**config.mk**
```make
export PLATFORM = sky130hd
export DESIGN_NAME = spi_master_param
export DESIGN_NICKNAME = d
export VERILOG_FILES = /design/src/rtl/spi_master_param.sv
export SDC_FILE = /design/constraint.sdc
export NUM_CORES = 1
export LEC_CHECK = 0
export CORE_MARGIN = 5
export CORE_UTILIZATION = 45
export CTS_CLUSTER_SIZE = 30
export DETAILED_ROUTE_END_ITERATION = 6
export DONT_BUFFER_PORTS = 1
export GPL_ROUTABILITY_DRIVEN = 0
export GPL_TIMING_DRIVEN = 0
export PLACE_DENSITY = 0.67
export RECOVER_POWER = 50
export REMOVE_ABC_BUFFERS = 1
export SLEW_MARGIN = 20
export SYNTH_ARGS = -nofsm -noshare
export SYNTH_HDL_FRONTEND = slang
export SYNTH_SLANG_ARGS = --single-unit
```
**constraint.sdc**
```tcl
create_clock -name clk -period 2.9 [get_ports clk]
set_input_delay 0.29 -clock clk [delete_from_list [all_inputs] [get_ports clk]]
set_output_delay 0.29 -clock clk [all_outputs]
set_load 0.01 [all_outputs]
```
**src/rtl/spi_master_param.sv**
```systemverilog
// SPI master: one DATA_W-bit frame per request with per-frame CPOL/CPHA/bit order and decoded selects.
// Define SPI_MISO_CAPTURE_EN to enable the MISO receive path; otherwise rx_data stays 0.
module spi_master_param #(
    parameter int DATA_W  = 16,
    parameter int DIV     = 2,
    parameter int NUM_CS  = 1,
    localparam int CSW    = (NUM_CS > 1) ? $clog2(NUM_CS) : 1
) (
    input  logic              clk,
    input  logic              reset_n,
    input  logic              tx_valid,
    output logic              tx_ready,
    input  logic [DATA_W-1:0] tx_data,
    input  logic [CSW-1:0]    cs_sel,
    input  logic              cpol,
    input  logic              cpha,
    input  logic              lsb_first,
    output logic [NUM_CS-1:0] spi_cs_n,
    output logic              spi_sclk,
    output logic              spi_mosi,
    input  logic              spi_miso,
    output logic [DATA_W-1:0] rx_data,
    output logic              rx_valid,
    output logic              busy,
    output logic [5:0]        bit_count
);
    localparam int DCW = (DIV > 1) ? $clog2(DIV) : 1;
    localparam int ECW = $clog2(2 * DATA_W + 1);
    localparam logic [DCW-1:0] DIV_LAST  = DCW'(DIV - 1);
    localparam logic [ECW-1:0] EDGE_LAST = ECW'(2 * DATA_W - 1);

    typedef enum logic [1:0] {IDLE, LEAD, XFER, TRAIL} state_t;

    state_t            state;
    logic [DCW-1:0]    div_cnt;
    logic [ECW-1:0]    edge_cnt;
    logic [DATA_W-1:0] tx_sh;
    logic [DATA_W-1:0] tx_next;
    logic              cpol_q;
    logic              cpha_q;
    logic              lsb_q;
    logic [NUM_CS-1:0] cs_dec;
    logic              lead_edge;
    logic              sample_edge;
    logic              shift_edge;

    function automatic logic first_bit(input logic [DATA_W-1:0] w, input logic lsb);
        return lsb ? w[0] : w[DATA_W-1];
    endfunction

    function automatic logic [DATA_W-1:0] shift_out(input logic [DATA_W-1:0] w, input logic lsb);
        return lsb ? {1'b0, w[DATA_W-1:1]} : {w[DATA_W-2:0], 1'b0};
    endfunction

`ifdef SPI_MISO_CAPTURE_EN
    logic [DATA_W-1:0] rx_sh;

    function automatic logic [DATA_W-1:0] shift_in(input logic [DATA_W-1:0] w, input logic b,
                                                   input logic lsb);
        return lsb ? {b, w[DATA_W-1:1]} : {w[DATA_W-2:0], b};
    endfunction
`else
    logic miso_unused;
    assign miso_unused = spi_miso;
`endif

    // Out-of-range selects decode to no active chip select; the frame still runs.
    always_comb begin
        cs_dec = '1;
        for (int i = 0; i < NUM_CS; i++) begin
            if (int'(cs_sel) == i) cs_dec[i] = 1'b0;
        end
    end

    // Edge k = edge_cnt+1 is leading when odd; cpha picks which half samples vs shifts.
    assign lead_edge   = ~edge_cnt[0];
    assign sample_edge = lead_edge ^ cpha_q;
    assign shift_edge  = cpha_q ? (lead_edge && (edge_cnt != '0))
                                : (!lead_edge && (edge_cnt != EDGE_LAST));
    assign tx_next     = shift_out(tx_sh, lsb_q);
    assign busy        = ~tx_ready;

    always_ff @(posedge clk or negedge reset_n) begin
        if (!reset_n) begin
            state     <= IDLE;
            tx_ready  <= 1'b1;
            div_cnt   <= '0;
            edge_cnt  <= '0;
            tx_sh     <= '0;
            cpol_q    <= 1'b0;
            cpha_q    <= 1'b0;
            lsb_q     <= 1'b0;
            spi_cs_n  <= '1;
            spi_sclk  <= 1'b0;
            spi_mosi  <= 1'b0;
            rx_data   <= '0;
            rx_valid  <= 1'b0;
            bit_count <= '0;
`ifdef SPI_MISO_CAPTURE_EN
            rx_sh     <= '0;
`endif
        end else begin
            rx_valid <= 1'b0;
            case (state)
                IDLE: begin
                    if (tx_valid && tx_ready) begin
                        state     <= LEAD;
                        tx_ready  <= 1'b0;
                        div_cnt   <= '0;
                        tx_sh     <= tx_data;
                        cpol_q    <= cpol;
                        cpha_q    <= cpha;
                        lsb_q     <= lsb_first;
                        spi_cs_n  <= cs_dec;
                        spi_sclk  <= cpol;
                        spi_mosi  <= first_bit(tx_data, lsb_first);
                        bit_count <= 6'(DATA_W);
                    end
                end
                LEAD: begin
                    if (div_cnt == DIV_LAST) begin
                        div_cnt  <= '0;
                        edge_cnt <= '0;
                        state    <= XFER;
                    end else begin
                        div_cnt <= div_cnt + 1'b1;
                    end
                end
                XFER: begin
                    if (div_cnt == DIV_LAST) begin
                        div_cnt  <= '0;
                        spi_sclk <= ~spi_sclk;
                        edge_cnt <= edge_cnt + 1'b1;
                        if (sample_edge) begin
                            bit_count <= bit_count - 6'd1;
`ifdef SPI_MISO_CAPTURE_EN
                            rx_sh <= shift_in(rx_sh, spi_miso, lsb_q);
`endif
                        end
                        if (shift_edge) begin
                            tx_sh    <= tx_next;
                            spi_mosi <= first_bit(tx_next, lsb_q);
                        end
                        if (edge_cnt == EDGE_LAST) state <= TRAIL;
                    end else begin
                        div_cnt <= div_cnt + 1'b1;
                    end
                end
                TRAIL: begin
                    if (div_cnt == DIV_LAST) begin
                        div_cnt  <= '0;
                        state    <= IDLE;
                        tx_ready <= 1'b1;
                        spi_cs_n <= '1;
                        spi_sclk <= cpol_q;
                        spi_mosi <= 1'b0;
                        rx_valid <= 1'b1;
`ifdef SPI_MISO_CAPTURE_EN
                        rx_data  <= rx_sh;
`endif
                    end else begin
                        div_cnt <= div_cnt + 1'b1;
                    end
                end
                default: state <= IDLE;
            endcase
        end
    end
endmodule
```
==> metrics.log <==
[metrics] number of storage elements in the synthesis netlist: 39
[metrics] crit path max fanout: 16
[metrics] Reg2Reg Capture Point: tx_sh[8]$_DFFE_PN0P_
[metrics] dominant synthesized flop cell: dfrtp_1
[metrics] part of the cycle the worst path needs: 88.6%
[metrics] reg2reg path depth: 6
[metrics] measured slew at the worst slew-check pin: 1.73 ns
[metrics] fraction of met2 tracks used by global routing: 21.6%
[metrics] number of cells on the critical path: 6
[metrics] worst r2r src: state[0]$_DFFE_PN0P_
[metrics] arrival time of the worst setup path: 2.75 ns
[metrics] antenna fix cells: 0
[metrics] Routed WL: 4.38 mm
[metrics] number of buffers inserted by port buffering: 0
[metrics] timing-limited maximum frequency: 389 MHz
[metrics] number of distinct library cells after synthesis: 49
[metrics] Worst Clk Skew: 0.00880 ns
[metrics] DP Wirelength: 3.15 mm
[metrics] count of hold-fix buffers inserted at cts: 2
[metrics] routed length per instance: 14.3 µm
[metrics] total CTS buffers: 5
[metrics] post-detailed-route via-to-cell ratio: 5.17
[metrics] Largest delay share family, worst path: compound AO/OA/AOI/OAI gates
[metrics] min-delay worst type: input port to register
[metrics] Max-Cap Viols: 1
[metrics] buffer count from post-CTS setup fixing: 0
[metrics] leftover overflow at the end of global routing: 0
[metrics] number of setup violations in the final report: 0
[metrics] Worst-path clk slew: 0.08 ns
[metrics] average instance area after synthesis: 10.2 µm²
[metrics] placed standard-cell area: 2400 µm²
[metrics] overall via count from detail_route: 1583
[metrics] synth-to-layout area growth: 5.80%
[metrics] Resized Gates After CTS: 0
[metrics] later-pin clock latency in the skew report: 0.29 ns
[metrics] via count of the first global-routing pass: 1636
[metrics] clock net sink count: 39
[metrics] unrepaired setup endpoints after global routing: no
[metrics] most common cell after layout, fill and taps aside: dfrtp_1
[metrics] CP endpoint: tx_sh[8]$_DFFE_PN0P_
[metrics] total of warnings raised by yosys: 16
[metrics] clock tree buffer depth: 2
[metrics] Post-Synthesis Cell Area: 2390 µm²
[metrics] Chip Width: 83.0 µm
[metrics] cell row count: 26
[metrics] Total Routing Usage GR: 13.2%
[metrics] total power draw: 0.00107 W
[metrics] critical path startpoint: state[0]$_DFFE_PN0P_
[metrics] slew margin rel.: -15.5%
[metrics] Fin Setup TNS: 0 ns
[metrics] post-layout instance area: 2530 µm²
[metrics] WS Path Type: register to register
[metrics] type of element launching the critical path: register
[metrics] worst path cell trace: inv_1, ha_1, a21boi_2, or2_2, a31oi_4, mux2_2
[metrics] wire length of the first global-routing pass: 7.60 mm
[metrics] Final Non-Filler Cells: 306
[metrics] number of detailed-route iterations in the first pass: 4
[metrics] CTS tree: yes
[metrics] layout cells sized above 1: 16.9%
[metrics] residual antenna-violating net count after detailed routing: 0
[metrics] asr flop ratio synth: 100%
[metrics] peak-usage layer in the global routing report: met2
[metrics] VDD IR max: 280 µV
[metrics] slowest cell on the critical path: a31oi_4
[metrics] core footprint: 5140 µm²
[metrics] buffering stage count on the worst path with inverters included: 1
[metrics] global routing met3 resource utilization: 2.67%
[metrics] pin count of the biggest net entering global routing: 42
[metrics] detailed-route DRC error count: 0
[metrics] global-route met1 utilization: 16.9%
[metrics] leakage power total: 1.07 nW
[metrics] count of flip-flops with a built-in enable after synthesis: 0
[metrics] DIE AREA: 6880 µm²
[metrics] H-tree depth reported by CTS: 2
[metrics] slowest stage delay, CP: 0.60 ns
[metrics] Final Critical Period: 2.57 ns
[metrics] CP endpoint kind: register
[metrics] Hold Violations, Final: 0
[metrics] total placed cells including tap cells: 296
[metrics] part of the Yosys area used for sequential elements: 40.9%
[metrics] CP required: 3.08 ns
[metrics] CTS root buffer: clkbuf_8
[metrics] failing checks: capacitance limit, slew limit
[metrics] starting density of the core: 46.6%
[metrics] number of primary I/O pins: 52
[metrics] commonest non-fill, non-tap cells in the layout: dfrtp_1, nor2_1, a21oi_1
[metrics] total number of nets in the final design: 268
[metrics] Slew Limit Fails: 40
[metrics] result of the run: finished with violations
[metrics] number of design-rule violations left by the first detailed-router iteration: 79
[metrics] pwr/cell area: 422 nW/µm²
[metrics] die height: 83.0 µm
[metrics] setup slack of the most critical reg-to-reg path: 0.33 ns
[metrics] cells after synthesis: 235
[metrics] number of antenna violations at the first check in global routing: 0
## synth_stat cells, types with 2 or more instances
| cell type | instances | area share (%) |
|---|---|---|
| dfstp_2 | 2 | 2.2 |
| or2_2 | 2 | 0.52 |
| mux2_2 | 12 | 5.6 |
| o21ai_0 | 13 | 2.7 |
| ha_1 | 9 | 4.7 |
| and2_1 | 2 | 0.52 |
| nand2_1 | 9 | 1.4 |
| dfrtp_1 | 37 | 39 |
| buf_4 | 16 | 5.0 |
| xnor2_1 | 2 | 0.73 |
| mux2_4 | 9 | 5.6 |
| o22a_1 | 2 | 0.73 |
| nor2b_1 | 2 | 0.52 |
| a21oi_1 | 20 | 4.2 |
| clkbuf_1 | 6 | 0.94 |
| nor2_1 | 22 | 3.4 |
| a21o_1 | 2 | 0.63 |
| inv_1 | 14 | 2.2 |
| mux2i_1 | 18 | 7.5 |
| nand3_1 | 5 | 1.0 |
| a22o_1 | 3 | 1.1 |
## through the flow
step / hold WS (ns) / worst slack, ns / util [%]
floorplan: -0.00559 / -0.197 / -
global placement: -0.00335 / -0.880 / 46.2
detailed placement: -0.00414 / 0.309 / 46.7
CTS: 0.136 / 0.320 / 49.4
global route: 0.129 / 0.196 / 49.3
finish: 0.146 / 0.332 / 49.3
## registers in the layout (all words and copies together) (netlist names)
name / count
lsb_q: 1
cpha_q: 1
div_cnt: 1
rx_valid: 1
spi_mosi: 1
bit_count: 6
spi_sclk: 1
tx_ready: 1
edge_cnt: 6
state: 2
spi_cs_n: 1
cpol_q: 1
tx_sh: 16
## how the worst min path moves through the flow
stage | start | endpoint | slack, ns | cells after the start
floorplan | reset_n | bit_count[0]$_DFFE_PN0P_ | -0.006 | 0
global placement | reset_n | cpol_q$_DFFE_PN0P_ | -0.003 | 0
detailed placement | reset_n | cpol_q$_DFFE_PN0P_ | -0.004 | 0
CTS | cpha | cpha_q$_DFFE_PN0P_ | 0.14 | 1
global route | cpha | cpha_q$_DFFE_PN0P_ | 0.13 | 1
finish | cpha | cpha_q$_DFFE_PN0P_ | 0.15 | 1
## cell type report
class	instances	area, µm²
Tap cell	70	87.6
Fill cell	516	2610
Clock inverter	3	43.8
Clock buffer	5	68.8
Sequential cell	39	978
Inverter	14	52.6
Timing Repair Buffer	3	42.5
Multi-Input combinational cell	172	1260
## routing by layer
| layer | share of wire, % | wire [µm] |
|---|---|---|
| met1 | 45 | 1970 |
| met2 | 49 | 2160 |
| met3 | 3.6 | 157 |
| met4 | 2.1 | 93 |
| met5 | 0 | 0 |
## logic make-up after synthesis
kind of cell,after synthesis,synth area share [%]
other,1,0.157
multiplexers,39,18.8
buffers and inverters,39,8.99
flip-flops,39,40.9
XOR/XNOR,3,1.10
AND/OR/NAND/NOR,49,9.51
adder cells (fa/ha/maj),9,4.70
AO/OA/AOI/OAI,56,15.9
## where the power goes
| group | switching, W | leakage [nW] | internal, W |
|---|---|---|---|
| sequential | 0.00000910 | 0.469 | 0.000555 |
| clock | 0.000193 | 0.0581 | 0.000256 |
| combinational | 0.0000319 | 0.545 | 0.0000238 |
| total | 0.000234 | 1.07 | 0.000835 |
(Power assumes the default switching activity.)
